<file path="config.mk">
export PLATFORM = sky130hd
export DESIGN_NAME = pixel_stream_packer
export DESIGN_NICKNAME = d
export VERILOG_FILES = /design/src/rtl/pixel_stream_packer.sv
export SDC_FILE = /design/constraint.sdc
export NUM_CORES = 1
export LEC_CHECK = 0
export CAP_MARGIN = 20
export CORE_AREA = 3 3 119 150
export DETAILED_ROUTE_END_ITERATION = 10
export DIE_AREA = 0 0 122 153
export PLACE_DENSITY = 0.76
export REMOVE_ABC_BUFFERS = 1
export SETUP_SLACK_MARGIN = 0.5
export SYNTH_ARGS = -nofsm -noshare
export SYNTH_HDL_FRONTEND = slang
export SYNTH_SLANG_ARGS = --single-unit
</file>
<file path="constraint.sdc">
create_clock -name clk -period 3.5 [get_ports clk]
set_input_delay 0.35 -clock clk [delete_from_list [all_inputs] [get_ports clk]]
set_output_delay 0.35 -clock clk [all_outputs]
set_load 0.05 [all_outputs]
</file>
<file path="src/rtl/pixel_stream_packer.sv">
// pixel_stream_packer
//   Packs the RTU's 24-bit RGB pixel stream into 32-bit words. Bytes go out in
//   the order red, green, blue and fill the word from tdata[7:0] upward,
//   continuing across pixel boundaries. A pixel flagged end-of-line flushes any
//   leftover bytes as a zero-padded word, and the last word of the line carries
//   m_tlast. The first word pushed after a start-of-frame pixel carries m_tuser.
//   Words are queued in a small FIFO. The RTU is stalled unless the FIFO has
//   room for two words, which is the most that one pixel can produce.
//
// Parameters
//   FIFO_DEPTH  output word FIFO depth in words (power of two, >= 2)
//
// Ports
//   clk, reset        rising-edge clock, synchronous active-low reset
//   pix_valid/ready   pixel handshake (pix_ready drives the RTU's ReadyExternal)
//   pix_red/green/blue pixel channels
//   pix_sof, pix_eol  first pixel of frame, last pixel of line
//   m_tdata/tvalid/tready/tlast/tuser  AXI4-Stream-style word output
//   protocol_error    sticky flag, only built when PACKER_PROTOCOL_CHECK_EN is defined
//
// Optional feature macro: PACKER_PROTOCOL_CHECK_EN
//   Defined   : protocol_error latches when pix_sof is accepted mid-word or
//               while a line is still open.
//   Undefined : protocol_error is tied low.
module pixel_stream_packer #(
    parameter int unsigned FIFO_DEPTH = 4
) (
    input  logic        clk,
    input  logic        reset,
    input  logic        pix_valid,
    output logic        pix_ready,
    input  logic [7:0]  pix_red,
    input  logic [7:0]  pix_green,
    input  logic [7:0]  pix_blue,
    input  logic        pix_sof,
    input  logic        pix_eol,
    output logic [31:0] m_tdata,
    output logic        m_tvalid,
    input  logic        m_tready,
    output logic        m_tlast,
    output logic        m_tuser,
    output logic        protocol_error
);

    localparam int unsigned AW = (FIFO_DEPTH > 2) ? $clog2(FIFO_DEPTH) : 1;
    localparam int unsigned CW = AW + 1;

    // State name = number of residual bytes held in the accumulator
    typedef enum logic [1:0] {
        P0 = 2'd0,
        P1 = 2'd1,
        P2 = 2'd2,
        P3 = 2'd3
    } phase_e;

    typedef struct packed {
        logic        tuser;
        logic        tlast;
        logic [31:0] tdata;
    } word_t;

    phase_e        state_q, state_d;
    logic [23:0]   acc_q, acc_d;
    logic          sof_pend_q, sof_pend_d;
    word_t         mem_q [FIFO_DEPTH];
    word_t         mem_d [FIFO_DEPTH];
    logic [AW-1:0] wr_ptr_q, wr_ptr_d;
    logic [AW-1:0] rd_ptr_q, rd_ptr_d;
    logic [CW-1:0] count_q, count_d;
    word_t         last_q, last_d;

    logic          pix_accept;
    logic          pop;
    logic [1:0]    n_res;
    logic [5:0]    shamt;
    logic [47:0]   combined;
    logic          emit;
    logic [1:0]    res_after;
    logic [23:0]   res_bytes;
    logic          sof_eff;
    word_t         word0, word1;
    logic [1:0]    n_push;
    word_t         head;

    // Two free slots are needed because an end-of-line pixel can push two words
    assign pix_ready  = reset && ((CW'(FIFO_DEPTH) - count_q) >= CW'(2));
    assign pix_accept = pix_valid && pix_ready;

    assign m_tvalid = reset && (count_q != '0);
    assign pop      = m_tvalid && m_tready;
    assign head     = mem_q[rd_ptr_q];

    // With the FIFO empty the outputs keep showing the most recently popped word
    assign m_tdata  = (count_q != '0) ? head.tdata : last_q.tdata;
    assign m_tlast  = (count_q != '0) ? head.tlast : last_q.tlast;
    assign m_tuser  = (count_q != '0) ? head.tuser : last_q.tuser;

    // Packing datapath: residual bytes sit in the low lanes of acc_q with the
    // unused upper bytes kept at zero, so the new pixel can be OR-ed in above them.
    always_comb begin
        n_res     = 2'd0;
        case (state_q)
            P0:      n_res = 2'd0;
            P1:      n_res = 2'd1;
            P2:      n_res = 2'd2;
            P3:      n_res = 2'd3;
            default: n_res = 2'd0;
        endcase
        shamt     = {1'b0, n_res, 3'b000};
        combined  = {24'h000000, acc_q}
                  | ({24'h000000, pix_blue, pix_green, pix_red} << shamt);
        emit      = (n_res != 2'd0);
        res_after = emit ? (n_res - 2'd1) : 2'd3;
        res_bytes = emit ? {8'h00, combined[47:32]} : combined[23:0];
    end

    // Word generation and start-of-frame tagging
    always_comb begin
        word0      = '0;
        word1      = '0;
        n_push     = 2'd0;
        sof_eff    = sof_pend_q || (pix_accept && pix_sof);
        if (pix_accept) begin
            if (emit) begin
                word0.tdata = combined[31:0];
                n_push      = 2'd1;
                if (pix_eol && (res_after != 2'd0)) begin
                    word1.tdata = {8'h00, res_bytes};
                    word1.tlast = 1'b1;
                    n_push      = 2'd2;
                end else begin
                    word0.tlast = pix_eol;
                end
            end else if (pix_eol) begin
                word0.tdata = {8'h00, res_bytes};
                word0.tlast = 1'b1;
                n_push      = 2'd1;
            end
        end
        // Only the first word of a two-word push can carry the frame start
        word0.tuser = sof_eff;
        sof_pend_d  = (n_push != 2'd0) ? 1'b0 : sof_eff;
    end

    // Phase FSM next state
    always_comb begin
        state_d = state_q;
        acc_d   = acc_q;
        if (pix_accept) begin
            if (pix_eol) begin
                state_d = P0;
                acc_d   = '0;
            end else begin
                acc_d = res_bytes;
                case (res_after)
                    2'd0:    state_d = P0;
                    2'd1:    state_d = P1;
                    2'd2:    state_d = P2;
                    default: state_d = P3;
                endcase
            end
        end
    end

    // Output FIFO bookkeeping
    always_comb begin
        mem_d    = mem_q;
        wr_ptr_d = wr_ptr_q + AW'(n_push);
        rd_ptr_d = rd_ptr_q;
        last_d   = last_q;
        if (n_push != 2'd0) begin
            mem_d[wr_ptr_q] = word0;
        end
        if (n_push == 2'd2) begin
            mem_d[wr_ptr_q + AW'(1)] = word1;
        end
        if (pop) begin
            rd_ptr_d = rd_ptr_q + AW'(1);
            last_d   = head;
        end
        count_d = count_q + CW'(n_push) - CW'(pop);
    end

    always_ff @(posedge clk) begin
        if (!reset) begin
            state_q    <= P0;
            acc_q      <= '0;
            sof_pend_q <= 1'b0;
            wr_ptr_q   <= '0;
            rd_ptr_q   <= '0;
            count_q    <= '0;
            last_q     <= '0;
            for (int unsigned i = 0; i < FIFO_DEPTH; i++) begin
                mem_q[i] <= '0;
            end
        end else begin
            state_q    <= state_d;
            acc_q      <= acc_d;
            sof_pend_q <= sof_pend_d;
            wr_ptr_q   <= wr_ptr_d;
            rd_ptr_q   <= rd_ptr_d;
            count_q    <= count_d;
            last_q     <= last_d;
            mem_q      <= mem_d;
        end
    end

`ifdef PACKER_PROTOCOL_CHECK_EN
    logic line_open_q, line_open_d;
    logic proto_err_q, proto_err_d;

    // A line is open from its first accepted pixel until its eol pixel
    always_comb begin
        line_open_d = line_open_q;
        proto_err_d = proto_err_q;
        if (pix_accept) begin
            if (pix_sof && ((state_q != P0) || line_open_q)) begin
                proto_err_d = 1'b1;
            end
            line_open_d = !pix_eol;
        end
    end

    always_ff @(posedge clk) begin
        if (!reset) begin
            line_open_q <= 1'b0;
            proto_err_q <= 1'b0;
        end else begin
            line_open_q <= line_open_d;
            proto_err_q <= proto_err_d;
        end
    end

    assign protocol_error = proto_err_q;
`else
    assign protocol_error = 1'b0;
`endif

endmodule

</file>
* Word level (Yosys, flattened, before mapping)
Cells that the tools add are included.
** Storage, ports and cells
- Register bits :: 204
- Input bits :: 30
- Output and inout port bits :: 37
- Logic and storage cells :: 93
** Operators by class
- $add $sub $neg :: 7
- $lt $le $gt $ge :: 6
- Equal/unequal tests :: 6
- Shift operators :: 1
- Muxes and demuxes :: 31
- Bitwise logic cells :: 5
- Reductions and logical operators :: 16
** Operator list (number)
- $bwmux 136 :: 2
- $mux 136 :: 2
- $mux 33 :: 6
- $demux 34 s2 :: 2
- $mux 34 :: 4
- $bmux 34 s2 :: 1
- $mux 24 :: 2
- $or 24x48->48 :: 1
- $shl 24x5->48 :: 1
- $mux 32 :: 1
- $mux 2 :: 5
- $ge 3x3->1 const B :: 3
- $not 2->3 :: 3
- $eq 2x2->1 const B :: 4
- $logic_and 1x1->1 :: 8
- $pmux 2 s4 :: 1
- $lt 3x1->1 const B :: 2
- $pmux 2 s3 :: 1
- $reduce_bool 2->1 :: 3
- $add 2x1->2 const B :: 2
- $eq 2x1->1 const B :: 2
- $logic_not 2->1 :: 2
- $mux 1 :: 4
- $add 3x2->3 :: 1
- other kinds (9) :: 9

* Depth between registers and ports, before layout
- Depth after elaboration :: 13
- Depth in mapped cells :: 15
- Gate-level depth less buffers :: 14

* Least setup slack after synthesis
Ideal clock, no wire load.
- Path kind :: register -> register
- Start :: register count_q[0]
- End :: register count_q[2]
- Setup time :: 128 ps
- Arrival time :: 3514 ps
- Data required time :: 3372 ps
- Setup slack :: -142 ps
- Stages on the path, launching flop included :: 16
- Buffers on the path :: 3
- Period minus slack after synthesis :: 3642 ps
- Cell sequence :: dfxtp_1 -> inv_1 -> ha_1 -> ha_1 -> clkbuf_1 -> nor2b_1 -> and2_1 -> clkbuf_1 -> clkbuf_1 -> ha_1 -> inv_1 -> ha_1 -> fa_1 -> xor2_1 -> xnor2_1 -> nor2_1
** Between the ends
- Elaborated cells between the ends (all ways) :: 10
- Those cells by class :: add/sub (3); order compare (1); mux (1); reduce/logical (5)
** RTL lines
- from (decl) :: line 69 : logic [CW-1:0] count_q, count_d;
- from (signal assigned) :: line 202 : count_q <= count_d;
- $reduce_bool 3->1 :: line 89 : assign m_tvalid = reset && (count_q != '0);
- $logic_and 1x1->1 :: line 89
- net m_tvalid :: line 38 : output logic m_tvalid,
- $logic_and 1x1->1 :: line 90 : assign pop = m_tvalid && m_tready;
- net pop :: line 73 : logic pop;
- $sub 3x1->3 :: line 181 : count_d = count_q + CW'(n_push) - CW'(pop);
The timed path passes the listed nets, and every way through them passes these cells.
A chain may end at the register's enable or synchronous reset.

* Worst setup path after layout
- Start :: register count_q[0]
- End :: register count_q[2]
** Between the ends
- Cells in the longest elaborated chain, start to end :: 7
- Elaborated cells between the ends (all ways) :: 10
- Those cells by class :: add/sub (3); order compare (1); mux (1); reduce/logical (5)
** RTL lines
- $sub 3x3->3 :: line 86 : assign pix_ready = reset && ((CW'(FIFO_DEPTH) - count_q) >= CW'(2));
- $ge 3x2->1 :: line 86
- $logic_and 1x1->1 :: line 86
- $logic_and 1x1->1 :: line 87 : assign pix_accept = pix_valid && pix_ready;
- $mux 2 :: line 123 : if (pix_accept) begin
- $add 3x2->3 :: line 181
- $sub 3x1->3 * :: line 181
Every way passes the cells marked *; elsewhere a longest branch is shown, timed or not.

==> impl_metrics.env <==
export IMPL_pwr_share_comb_pct=34.3
export IMPL_hold_slack_ps=389
export IMPL_final_hold_viol_count=0
export IMPL_max_freq_mhz=349
export IMPL_clockBufferDepth=3
export IMPL_max_cap_violations=0
export IMPL_die_area_um2=18700
export IMPL_ys_ff_latch=204
export IMPL_drc_errors=0
export IMPL_rows=53
export IMPL_die_w_um=122
export IMPL_power_density_nw_per_um2=659
export IMPL_fin_crit_sh_pct=81.8
export IMPL_ys_flop_type="dfxtp_1"
export IMPL_path_max_fanout=4
export IMPL_drive_above_1_share_pct=16.3
export IMPL_fin_ws_ps=636
export IMPL_dp_slack_ps=363
export IMPL_period_needed_ps=2860
export IMPL_clkTransAtPathRegs_ps=60
export IMPL_ys_types=52
export IMPL_seq_area_um2=4090
export IMPL_synth_async_reset_ratio_pct=0
export IMPL_ant_nets=0
export IMPL_clkLatencyLatePin_ps=500
export IMPL_avgViaCountPerCell=6.40
export IMPL_first_iter_violations=902
export IMPL_vias=8817
export IMPL_stdcell_count=1378
export IMPL_rrSetupSlack_ps=640
export IMPL_grt_max_degree=71
export IMPL_cts_hold_buffers=0
export IMPL_cp_end_kind="flip-flop"
export IMPL_worst_ep_required_time_ps=3890
export IMPL_first_pass_iters=6
export IMPL_min_path_type="in2reg"
export IMPL_power_switching_mw=2.69
export IMPL_dieHeight_um=153
export IMPL_dpl_cell_area_um2=10600
export IMPL_netlist_instances=1103
export IMPL_total_power_mw=7.44
export IMPL_ys_top_cells_by_area="dfxtp_1, mux4_2, nor2_1"
export IMPL_grt_pass1_wl_um=45600
export IMPL_grt_antenna_before_repair=0
export IMPL_antenna_cells=0
export IMPL_cts_tree="built"
export IMPL_areaGrowthSynthToFinish_pct=16.4
export IMPL_p_leak_nw=4.21
export IMPL_placed_cells=1338
export IMPL_clkPwrFrac_pct=30.1
export IMPL_hpwlAfterDp_um=18300
export IMPL_multi_input_area_um2=5170
export IMPL_nFillCells=1356
export IMPL_syn_area_um2=9700
export IMPL_numCtsBuffers=21
export IMPL_syn_avg_cell_area_um2=8.80
export IMPL_p_int_mw=4.75
export IMPL_yosysWarnings=0
export IMPL_cts_sinks=204
export IMPL_nets=1185
export IMPL_start_util_pct=58.3
export IMPL_wl_per_cell_um=21.0
export IMPL_final_cell_area_um2=11300
export IMPL_io_pins=67
export IMPL_worst_ep_arrival_time_ps=3250
export IMPL_status="finished, final reports clean"
export IMPL_wl_um=28900
export IMPL_ys_seq_area_share_pct=42.1
export IMPL_setup_viol=0
export IMPL_maxSlewViolCount=0
export IMPL_synth_edff_count=0
export IMPL_synth_common_cells="dfxtp_1, nor2_1, nand2_1"
export IMPL_startpoint_type="flip-flop"
export IMPL_cts_root_buffer="clkbuf_16"
export IMPL_grt_pass1_vias=8470
export IMPL_slew_headroom_pct=43.4
export IMPL_skew_ps=12.2
export IMPL_swShare_pct=36.1
export IMPL_grt_use_total_pct=30.6
export IMPL_max_vdd_ir_drop_mv=0.624
export IMPL_netlist_top_cell_by_area="dfxtp_1"
export IMPL_rsz0062_at_grt="no"
export IMPL_gp_congestion=0.898
export IMPL_crit_type="reg2reg"
export IMPL_coreArea_um2=16600
export IMPL_grt_overflow=0
export IMPL_worst_pin_slew_ps=849
export IMPL_synth_most_common_cell="dfxtp_1"
export IMPL_cts_max_level=1
export IMPL_p_seq_share_pct=35.6
export IMPL_netlist_area_leader_share_pct=42.1
export IMPL_port_buffers=65
## metrics by stage
step	setup TNS (ps)	util, %
final	0	67.9
after global routing	0	67.9
after CTS	0	67.6
after detailed placement	0	63.5
after global placement	0	63.5
after floorplan	-81040	-
## registers in the layout (all words and copies together), names as in the netlist
register	flops
rd_ptr_q	2
state_q	2
last_q	34
acc_q	24
count_q	3
sof_pend_q	1
wr_ptr_q	2
mem_q	136
## path summary, 6_finish.rpt
kind,cells after the start,endpoint,from
min reg2reg,2,last_q[25]$_SDFFE_PN0P_,last_q[25]$_SDFFE_PN0P_
max,14,count_q[2]$_SDFF_PN0_,count_q[0]$_SDFF_PN0_
min,3,count_q[0]$_SDFF_PN0_,reset
max reg2reg,14,count_q[2]$_SDFF_PN0_,count_q[0]$_SDFF_PN0_
## layout by cell type, fill, tap and decap left out, types with 6 or more instances in the layout
master	count
dfxtp_1	200
nor2_1	177
nand2_1	130
o21ai_0	98
a22oi_1	47
a21oi_1	40
buf_4	38
mux2_2	36
mux4_2	34
dlygate4sd2_1	33
o32ai_1	32
nor3_1	31
clkdlybuf4s50_1	30
clkbuf_16	21
o22ai_1	19
mux2i_1	17
inv_1	16
a211oi_1	15
a31oi_1	14
nand2_2	8
ha_1	8
nand3_1	7
nand2b_1	7
a32oi_1	7
o21ai_1	6
clkinv_2	6
## power by group through the flow
stage,Sequential [mW],Combinational [mW],Clock (mW)
2_1_floorplan,2.71,1.66,0
5_1_grt,2.67,2.74,2.34
4_1_cts,2.64,2.47,2.26
3_5_place_dp,2.69,2.49,0
6_report,2.65,2.55,2.24
3_3_place_gp,2.68,2.44,0
## area by class of cell
type	count	area share (%)
Timing Repair Buffer	109	8.88
Multi-Input combinational cell	788	45.7
Tap cell	220	2.44
Clock inverter	10	0.775
Sequential cell	204	36.2
Clock buffer	28	5.33
Inverter	19	0.631
## layer usage
metal,vias up,wire length [um],share of wire [%],GRT usage [%]
li1,4023,-,-,-
met1,4191,11300,39,39.6
met2,490,13900,48,51.0
met3,113,2450,8.5,4.81
met4,0,1290,4.4,12.3
met5,-,0,0,0
## critical path, stage by stage, from the launching register on
cell and delay, ps:
dfxtp_2 320, inv_2 70, ha_4 130, ha_2 250, nor3b_4 160, or3_4 420, o21ai_4 190, inv_2 50
ha_1 260, inv_1 40, ha_2 160, fa_2 330, xor2_1 150, xnor2_1 150, nor2_1 60
## cell families (layout without fill, tap and decap cells)
group | count (synthesis) | count (layout) | share of synthesized area [%]
muxes | 87 | 87 | 13.8
buffers and inverters | 111 | 166 | 5.42
other | 1 | 1 | 0.0386
xor gates and xnor gates | 6 | 6 | 0.542
adders and majority gates | 12 | 12 | 1.62
AOI/OAI and AO/OA | 293 | 293 | 19.1
DFF | 204 | 204 | 42.1
and+or+nand+nor | 389 | 389 | 17.3
## timing repair
action,in CTS,in global routing
buffers inserted,0,2
endpoints found under the setup margin,35,10
pin swaps,1,5
resized for setup,39,13
cloned,0,0
Power figures use the tool's default switching activity.
